--- src/rtl/seizure_stim_controller.sv ---
// ============================================================================
// seizure_stim_controller: three-feature weighted vote, consecutive-window
// trigger, fixed-length stimulation pulse and refractory hold-off.  Rev 1.0
// ============================================================================
`default_nettype none

module seizure_stim_controller #(
  parameter int FEAT_WIDTH  = 72,
  parameter int THR_SHIFT   = 1,
  parameter int W_LL        = 2,
  parameter int W_NE        = 1,
  parameter int W_PS        = 1,
  parameter int VOTE_THR    = 3,
  parameter int N_CONSEC    = 2,
  parameter int STIM_LEN    = 8,
  parameter int REFRACT_LEN = 16,
  parameter int TIMEOUT     = 32,
  localparam int CONSEC_W   = $clog2(N_CONSEC + 1)
) (
  input  logic                         clk,
  input  logic                         rst,
  input  logic                         en,
  input  logic signed [FEAT_WIDTH-1:0] din_ll,
  input  logic signed [FEAT_WIDTH-1:0] din_ne,
  input  logic signed [FEAT_WIDTH-1:0] din_ps,
  input  logic        [FEAT_WIDTH-1:0] base_ll,
  input  logic        [FEAT_WIDTH-1:0] base_ne,
  input  logic        [FEAT_WIDTH-1:0] base_ps,
  input  logic                         valid_ll,
  input  logic                         valid_ne,
  input  logic                         valid_ps,
  output logic                         stimulation,
  output logic                         detect,
  output logic [2:0]                   exceed,
  output logic [CONSEC_W-1:0]          consec_cnt,
  output logic                         timeout_err,
  output logic [1:0]                   state
);

  localparam int CMP_W = FEAT_WIDTH + THR_SHIFT + 1;
  localparam int CNT_W = $clog2((STIM_LEN > REFRACT_LEN ? STIM_LEN : REFRACT_LEN) + 1);
  localparam int TMO_W = $clog2(TIMEOUT + 1);

  localparam logic [CNT_W-1:0]    STIM_LAST = CNT_W'(STIM_LEN - 1);
  localparam logic [CNT_W-1:0]    REF_LAST  = CNT_W'(REFRACT_LEN - 1);
  localparam logic [TMO_W-1:0]    TMO_LAST  = TMO_W'(TIMEOUT - 1);
  localparam logic [CONSEC_W-1:0] CONSEC_N  = CONSEC_W'(N_CONSEC);

  typedef enum logic [1:0] {
    COLLECT = 2'd0,
    EVAL    = 2'd1,
    STIM    = 2'd2,
    REFRACT = 2'd3
  } state_e;

  state_e                       state_q, state_d;
  logic [2:0]                   got_q, got_d;
  logic [2:0][FEAT_WIDTH-1:0]   din_q, din_d;
  logic [2:0][FEAT_WIDTH-1:0]   base_q, base_d;
  logic [TMO_W-1:0]             tmo_q, tmo_d;
  logic [CNT_W-1:0]             cnt_q, cnt_d;
  logic [CONSEC_W-1:0]          consec_q, consec_d;
  logic                         stim_q, stim_d;
  logic                         detect_q, detect_d;
  logic                         tout_q, tout_d;
  logic [2:0]                   exceed_q, exceed_d;

  logic [2:0]                   vld_w;
  logic [2:0][FEAT_WIDTH-1:0]   din_in_w, base_in_w;
  logic [2:0]                   exc_w;
  logic [3:0]                   score_w;
  logic                         hit_w;
  logic [CONSEC_W-1:0]          consec_inc_w;

  // Index 0 = line-length, 1 = non-linear energy, 2 = power.
  assign vld_w     = {valid_ps, valid_ne, valid_ll};
  assign din_in_w  = {din_ps, din_ne, din_ll};
  assign base_in_w = {base_ps, base_ne, base_ll};

  // Widened by THR_SHIFT+1 bits so the shifted baseline can never wrap.
  for (genvar i = 0; i < 3; i++) begin : g_exceed
    logic [CMP_W-1:0] feat_ext;
    logic [CMP_W-1:0] thr_ext;
    assign feat_ext = {{(THR_SHIFT + 1){din_q[i][FEAT_WIDTH-1]}}, din_q[i]};
    assign thr_ext  = {{(THR_SHIFT + 1){1'b0}}, base_q[i]} << THR_SHIFT;
    assign exc_w[i] = !feat_ext[CMP_W-1] && (feat_ext != '0) &&
                      ($signed(feat_ext) > $signed(thr_ext));
  end

  assign score_w = (exc_w[0] ? 4'(W_LL) : 4'd0) +
                   (exc_w[1] ? 4'(W_NE) : 4'd0) +
                   (exc_w[2] ? 4'(W_PS) : 4'd0);
  assign hit_w        = (score_w >= 4'(VOTE_THR));
  assign consec_inc_w = consec_q + 1'b1;

  always_comb begin
    state_d  = state_q;
    got_d    = got_q;
    din_d    = din_q;
    base_d   = base_q;
    tmo_d    = tmo_q;
    cnt_d    = cnt_q;
    consec_d = consec_q;
    exceed_d = exceed_q;
    stim_d   = 1'b0;
    detect_d = 1'b0;
    tout_d   = 1'b0;

    if (en) begin
      state_d  = COLLECT;
      got_d    = 3'b000;
      tmo_d    = '0;
      cnt_d    = '0;
      consec_d = '0;
    end else begin
      case (state_q)
        COLLECT: begin
          for (int i = 0; i < 3; i++) begin
            if (vld_w[i]) begin
              din_d[i]  = din_in_w[i];
              base_d[i] = base_in_w[i];
            end
          end
          got_d = got_q | vld_w;
          if (got_d == 3'b111) begin
            state_d = EVAL;
            tmo_d   = '0;
          end else if (got_d != 3'b000) begin
            // Window abandoned: the run of consecutive detections is broken too.
            if (tmo_q == TMO_LAST) begin
              got_d    = 3'b000;
              tmo_d    = '0;
              consec_d = '0;
              tout_d   = 1'b1;
            end else begin
              tmo_d = tmo_q + 1'b1;
            end
          end
        end
        EVAL: begin
          got_d    = 3'b000;
          exceed_d = exc_w;
          state_d  = COLLECT;
          if (hit_w) begin
            detect_d = 1'b1;
            if (consec_inc_w == CONSEC_N) begin
              consec_d = '0;
              cnt_d    = '0;
              stim_d   = 1'b1;
              state_d  = STIM;
            end else begin
              consec_d = consec_inc_w;
            end
          end else begin
            consec_d = '0;
          end
        end
        STIM: begin
          if (cnt_q == STIM_LAST) begin
            cnt_d   = '0;
            state_d = REFRACT;
          end else begin
            cnt_d  = cnt_q + 1'b1;
            stim_d = 1'b1;
          end
        end
        REFRACT: begin
          if (cnt_q == REF_LAST) begin
            cnt_d   = '0;
            state_d = COLLECT;
          end else begin
            cnt_d = cnt_q + 1'b1;
          end
        end
        default: state_d = COLLECT;
      endcase
    end
  end

  always_ff @(posedge clk or negedge rst) begin
    if (!rst) begin
      state_q  <= COLLECT;
      got_q    <= 3'b000;
      din_q    <= '0;
      base_q   <= '0;
      tmo_q    <= '0;
      cnt_q    <= '0;
      consec_q <= '0;
      exceed_q <= 3'b000;
      stim_q   <= 1'b0;
      detect_q <= 1'b0;
      tout_q   <= 1'b0;
    end else begin
      state_q  <= state_d;
      got_q    <= got_d;
      din_q    <= din_d;
      base_q   <= base_d;
      tmo_q    <= tmo_d;
      cnt_q    <= cnt_d;
      consec_q <= consec_d;
      exceed_q <= exceed_d;
      stim_q   <= stim_d;
      detect_q <= detect_d;
      tout_q   <= tout_d;
    end
  end

  assign stimulation = stim_q;
  assign detect      = detect_q;
  assign exceed      = exceed_q;
  assign consec_cnt  = consec_q;
  assign timeout_err = tout_q;
  assign state       = state_q;

endmodule

`default_nettype wire

--- config.mk ---
export PLATFORM = sky130hd
export DESIGN_NAME = seizure_stim_controller
export DESIGN_NICKNAME = d
export VERILOG_FILES = /design/src/rtl/seizure_stim_controller.sv
export SDC_FILE = /design/constraint.sdc
export NUM_CORES = 1
export LEC_CHECK = 0
export CORE_MARGIN = 2
export CORE_UTILIZATION = 58
export DETAILED_ROUTE_END_ITERATION = 12
export DONT_BUFFER_PORTS = 1
export GPL_TIMING_DRIVEN = 0
export HOLD_SLACK_MARGIN = 0.1
export MAX_ROUTING_LAYER = met4
export PLACE_DENSITY = 0.76
export SLEW_MARGIN = 20
export SYNTH_ARGS = -nofsm -noshare
export SYNTH_HDL_FRONTEND = slang
export SYNTH_SLANG_ARGS = --single-unit
--- constraint.sdc ---
create_clock -name clk -period 3.76 [get_ports clk]
set_input_delay 0.564 -clock clk [delete_from_list [all_inputs] [get_ports clk]]
set_output_delay 0.564 -clock clk [all_outputs]
set_load 0.02 [all_outputs]
==> results of run 1 <==
cell families (layout without fill, tap and decap cells):
kind of cell | after synthesis | after routing | share of synthesized area
other | 0 | 37 | 0
buffers and inverters | 277 | 602 | 0.0460
adders and majority gates | 223 | 223 | 0.121
muxes | 438 | 438 | 0.213
AOI/OAI and AO/OA | 204 | 204 | 0.0534
and+or+nand+nor | 301 | 301 | 0.0733
DFF | 456 | 456 | 0.493
per-stage QoR:
step	setup TNS [ns]	total power, mW
CTS	0	19.2
finish	-0.0121	19.9
detailed placement	-5.95	13.4
global route	-0.940	21.0
floorplan	0	11.9
global placement	-5.56	13.0
final timing paths:
path	start	endpoint	slack, ns	cells after the start
setup / recovery	din_q[163]	cnt_q[3]	-0.01	16
min in group clk	base_ll[0]	base_q[0]	0.13	1
setup reg to reg	din_q[163]	cnt_q[3]	-0.01	16
max in group asynchronous	rst	din_q[143]	2.30	0
hold / removal	rst	base_q[105]	-0.31	0
hold reg to reg	base_q[133]	base_q[133]	0.50	1
flip-flops by register name, indices dropped and copies added, names as in the netlist, 2 cells and up:
| register | count |
|---|---|
| got_q | 3 |
| consec_cnt | 2 |
| exceed | 3 |
| base_q | 216 |
| din_q | 216 |
| cnt_q | 5 |
| state | 2 |
| tmo_q | 6 |
metal layers:
metal	share of wire	vias up	wire (um)
li1	-	7415	-
met1	0.38	8387	25400
met2	0.50	767	33200
met3	0.074	254	4940
met4	0.051	0	3440
met5	0	-	0
cells in the mapped netlist, types with 26 or more instances:
cell | count | area share
clkbuf_1 | 26 | 0.0042
nand3_1 | 26 | 0.0056
ha_1 | 223 | 0.12
nand4_1 | 47 | 0.013
o21ai_0 | 40 | 0.0087
mux2_2 | 438 | 0.21
dfrtp_1 | 456 | 0.49
nor4_1 | 64 | 0.017
inv_1 | 229 | 0.037
a21oi_1 | 91 | 0.020
nand2_1 | 68 | 0.011
nor2_1 | 41 | 0.0067
report_power, final:
part           internal [mW]  switching, mW
combinational           3.31           3.21
clock                   3.34           2.08
sequential              6.55           1.39
total                   13.2           6.68
area by class of cell:
class | instances | area, um^2
fill | 2459 | 11300
buffer | 48 | 204
timing repair buffer | 235 | 2320
antenna | 37 | 92.6
multi-input combinational | 1166 | 10900
clock buffer | 67 | 1430
clock inverter | 23 | 374
tap | 525 | 657
inverter | 229 | 860
sequential | 456 | 11400
worst register-to-register path, cell delays in order, from the launching register on:
cell,delay [ns]
dfrtp_1,0.44
ha_1,0.36
nand4_1,0.19
nor4_1,0.48
a221oi_2,0.15
o211ai_1,0.21
a31oi_1,0.19
a31oi_4,0.24
ha_4,0.18
ha_4,0.20
a21oi_4,0.17
nor3b_2,0.08
o22a_1,0.23
nor2_4,0.14
nor3_2,0.05
a21o_1,0.15
a22o_1,0.17
repair_timing:
action	in CTS	in global routing
setup buffers	9	6
pin swaps	15	23
hold endpoints to repair	676	456
endpoints found under the setup margin	10	8
resized for setup	17	20
==> impl_metrics.csv, run 1 <==
group,metric,value,unit
drt,drtAntennaViolNets,0,
job,maxCapViolCount,0,
grt,grt_pass1_wl,101,mm
final_layout,fin_cells,2786,
logic_synthesis,ys_types,60,
power,worst_ir_drop_vdd,0.602,mV
min_path,hp-class,"input port to async pin",
final_layout,fin_nets,2846,
logic_synthesis,yosysSeqAreaShare,0.493,
clock_network,cts.path.max_buffers,3,
logic_synthesis,synthFlopType,"dfrtp_1",
grt,grtUsageMet2,0.536,
timing,fmax,0.265,GHz
grt,grtUsageMet3,0.0762,
floorplanning,fp.dieW,204,um
final_layout,drive_gt1_frac,0.267,
logic_synthesis,netlist_area,23100,um^2
clock_network,cts_buffers,49,
clock_network,clk_latency,0.59,ns
placed_design,dp_cells,2424,
logic_synthesis,async_flop_share,1.00,
grt,grt_busiest_layer,"met2",
timing,tightest_slew,2.24,ns
timing,min_period,3.77,ns
grt,track_usage,0.324,
critical_path,crit_arrival,4.23,ns
critical_path,critPathMaxFanout,3,
clock_network,path_clk_slew,0.07,ns
timing,rsz0062_at_grt,"true",
clock_network,clock_sinks,456,
power,power_density,704,nW/um^2
critical_path,critPathMaxStageDelay,0.48,ns
final_layout,layout_commonest_cell,"dfrtp_1",
timing,clock_skew,0.0250,ns
grt,grt_max_degree,457,
drt,via_per_inst,6.04,
floorplanning,rows,73,
clock_network,cts_root_buf,"clkbuf_16",
critical_path,cp-start-kind,"flop",
critical_path,crit_family,"compound AO/OA/AOI/OAI gates",
floorplanning,pin_count,448,
power,leakage,13.1,nW
final_layout,syn2layout_area_growth,22.1,%
grt,grt_remaining_overflow,0,
floorplanning,die_area,41500,um^2
critical_path,cp_cell_sequence,"ha_1, nand4_1, nor4_1, a221oi_2, o211ai_1, a31oi_1, a31oi_4, ha_4, ha_4, a21oi_4, nor3b_2, o22a_1, nor2_4, nor3_2, a21o_1, a22o_1",
logic_synthesis,synth-edff-count,0,
critical_path,slowest_stage,"nor4_1",
final_layout,final_cell_mix,"455 x dfrtp_1, 438 x mux2_2, 228 x inv_1",
logic_synthesis,yosys_warnings,0,
floorplanning,coreArea,39500,um^2
timing,fin_crit_sh,1.00,
clock_network,cts_tree,"yes",
timing,finalHoldViolations,105,
drt,routed_wl,67.0,mm
floorplanning,die_h,204,um
drt,drt_iter0_markers,1315,
timing,relSlewSlack,-0.491,
logic_synthesis,syn_avg_cell_area,12.2,um^2
logic_synthesis,synth_nets,2560,
logic_synthesis,synth-seq-cells,456,
drt,post-route-drc-count,0,
critical_path,worstSetupPathType,"flop to flop",
final_layout,utilization,0.714,
grt,grt_util_met1,0.373,
placed_design,placed_area,23800,um^2
grt,antenna_found_initial,35,
outcome,violations,"negative hold slack, max-slew violations, negative setup slack",
critical_path,critPathCaptureType,"flop",
clock_network,hold_buffers,220,
timing,holdWs,-0.314,ns
timing,setup_viol,1,
clock_network,htreeDepth,2,
placed_design,port-buffer-count,0,
timing,drv_slew,343,
placed_design,dpl.hpwl,42.8,mm
critical_path,worst-path-buf-inv,0,
drt,drt_pre_antenna_iters,5,
critical_path,cpMostUsedCell,"ha_4",
placed_design,pre_cts_ws,-1.10,ns
placed_design,gp_congestion,0.930,
drt,route.vias.total,16800,
logic_synthesis,synth_cells,1899,
critical_path,required,4.22,ns
outcome,status,"complete, but fails checks",
grt,grt_pass1_vias,18100,
floorplanning,start_util,0.585,
timing,fin_ws,-0.0121,ns
drt,wl_per_cell,24.0,um
final_layout,stdcell_area,28200,um^2
(Power assumes the default switching activity.)
==> run 2, diff against run 1 <==
--- a/config.mk
+++ b/config.mk
@@ -5,11 +5,12 @@
 export SDC_FILE = /design/constraint.sdc
 export NUM_CORES = 1
 export LEC_CHECK = 0
+export CAP_MARGIN = 40
 export CORE_MARGIN = 2
 export CORE_UTILIZATION = 58
+export CTS_CLUSTER_SIZE = 16
 export DETAILED_ROUTE_END_ITERATION = 12
 export DONT_BUFFER_PORTS = 1
-export GPL_TIMING_DRIVEN = 0
 export HOLD_SLACK_MARGIN = 0.1
 export MAX_ROUTING_LAYER = met4
 export PLACE_DENSITY = 0.76
==> run 2 against run 1 <==
Against the previous run: the run ends with negative hold slack, negative setup slack left; flip-flop and latch count stayed put; clock skew is 0.0010 ns higher; clock power is 5.5% lower; sequential share of layout area is 0.24 points lower; via count is 2.8% lower; first-iteration DRC count is 25% lower; count of clock-buffer cells in the layout is 1 higher; critical path depth stayed put; die area stayed put; register-to-register slack worse by 0.06 ns.
==> impl_metrics.csv, run 2 (synthesis results as in run 1) <==
group,metric,value,unit
clock_network,cts_root_buf,"clkbuf_16",
timing,rsz0062_at_grt,"true",
drt,routed_wl,63.0,mm
final_layout,drive_gt1_frac,0.273,
clock_network,path_clk_slew,0.06,ns
critical_path,reg2reg_depth,16,
final_layout,layout_commonest_cell,"dfrtp_1",
timing,drv_slew,0,
floorplanning,fp.dieW,204,um
timing,fmax,0.261,GHz
drt,drt_pre_antenna_iters,5,
drt,post-route-drc-count,0,
floorplanning,die_area,41500,um^2
timing,tightest_slew,0.944,ns
final_layout,reg_top3,"base_q: 216 flops, din_q: 216 flops, tmo_q: 6 flops",
floorplanning,die_h,204,um
final_layout,utilization,0.718,
outcome,status,"complete, but fails checks",
critical_path,critPathCaptureType,"flop",
placed_design,gp_congestion,0.903,
grt,grt_remaining_overflow,0,
drt,wl_per_cell,22.6,um
critical_path,required,4.23,ns
drt,drtAntennaViolNets,0,
power,power_density,687,nW/um^2
power,worst_ir_drop_vdd,0.521,mV
critical_path,rr_startpoint,"base_q[39]",
clock_network,cts_tree,"yes",
job,maxCapViolCount,0,
placed_design,port-buffer-count,0,
drt,route.vias.total,16400,
timing,min_period,3.83,ns
drt,drt_iter0_markers,981,
timing,finalHoldViolations,456,
final_layout,fin_nets,2842,
clock_network,htreeDepth,2,
critical_path,worst_r2r_endpoint,"cnt_q[3]",
timing,setup_viol,2,
critical_path,critPathMaxFanout,4,
floorplanning,start_util,0.585,
timing,clock_skew,0.0261,ns
clock_network,clk_latency,0.60,ns
clock_network,clock_sinks,456,
clock_network,cts_buffers,49,
final_layout,final_cell_mix,"456 x dfrtp_1, 438 x mux2_2, 236 x dlygate4sd3_1",
critical_path,worstSetupPathType,"flop to flop",
grt,antenna_found_initial,36,
grt,track_usage,0.308,
final_layout,layout.filler_cells,2437,
floorplanning,coreArea,39500,um^2
outcome,violations,"negative hold slack, negative setup slack",
timing,fin_ws,-0.0744,ns
final_layout,syn2layout_area_growth,22.8,%
drt,via_per_inst,5.87,
critical_path,crit_arrival,4.30,ns
critical_path,regToRegSetupSlack,-0.07,ns
placed_design,dpl.hpwl,40.8,mm
critical_path,cp-start-kind,"flop",
floorplanning,pin_count,448,
grt,grt_pass1_wl,96.0,mm
clock_network,cts.path.max_buffers,3,
floorplanning,rows,73,
timing,fin_crit_sh,1.02,
power,total_power,19.5,mW
min_path,hp-class,"input port to async pin",
grt,grt_pass1_vias,17500,
timing,holdWs,-0.321,ns
timing,relSlewSlack,0.371,
grt,grt_max_degree,457,
power,leakage,13.1,nW
-- run 2: cell types whose count changed in the layout (fill, tap and decap cells not counted), moves of 3 or more --
cell and change:
clkbuf_1 -27, buf_4 +26, buf_2 -19, dlygate4sd3_1 +16, diode_2 +6, bufinv_16 -4
clkbuf_8 +4, nor4_2 +4, buf_1 -3, buf_12 +3, nand2_1 -3, nand2_4 +3
-- run 2: worst max-delay path, cell delays in order, from the launching register on --
cell and delay (ns):
dfrtp_1 0.35, inv_1 0.07, ha_1 0.32, nand4_1 0.17, buf_4 0.19, a2111oi_0 0.66
o31a_1 0.25, o311ai_4 0.13, a21oi_4 0.25, ha_4 0.25, a21oi_4 0.16, nor3b_2 0.07
o22a_1 0.25, nor2_4 0.19, nor3_2 0.05, a21o_1 0.15, a22o_1 0.18
-- run 2: repair_timing --
item                                    in CTS  in global routing
gates resized for setup                     11                 28
pin swaps                                    2                 26
endpoints found under the hold margin      694                457
endpoints found under the setup margin       6                  6
setup buffers                                0                  3
hold buffers                               235                  1
-- run 2: per-stage QoR --
stage	worst slack, ns	setup TNS [ns]	hold slack, ns	cells	instance area [um^2]
after global placement	-0.221	-0.500	0.279	2417	23900
after CTS	0.0175	0	-0.346	2740	28100
after floorplan	0.199	0	0.268	1899	23100
final	-0.0744	-0.0812	-0.321	2786	28400
after global routing	-0.247	-0.741	-0.343	2779	28400
after detailed placement	-0.279	-0.755	0.281	2417	23900
-- run 2: where the power goes --
group / switching, mW / leakage [nW] / internal (mW)
logic: 3.16 / 6.91 / 3.37
registers: 1.34 / 5.39 / 6.55
clock network: 2.04 / 0.837 / 3.06
total: 6.54 / 13.1 / 13.0
-- run 2: final cells by class --
class,instances,area (um^2),area share
flip-flops and latches,456,11400,0.402
multi-input cells,1166,10900,0.385
repair buffers,279,2730,0.0960
clock buffers,68,1430,0.0503
inverters,229,860,0.0303
well taps,525,657,0.0231
clock inverters,20,277,0.00974
diodes,43,108,0.00379
-- run 2: how the worst max path moves through the flow --
stage,from,end,slack (ns),cells past startpoint
2_1_floorplan,din_q[143],cnt_q[3],0.20,16
3_3_place_gp,base_q[39],cnt_q[3],-0.22,18
3_5_place_dp,base_q[39],cnt_q[3],-0.28,18
4_1_cts,din_q[168],cnt_q[3],0.02,17
5_1_grt,base_q[39],cnt_q[3],-0.25,16
6_report,base_q[39],cnt_q[3],-0.07,16
-- run 2: routing by layer --
metal | track usage | wire (um) | vias up
met5 | - | 0 | -
met2 | 0.515 | 31400 | 645
met3 | 0.0793 | 4790 | 197
met1 | 0.348 | 24000 | 8098
li1 | - | - | 7413
met4 | 0.135 | 2810 | 0
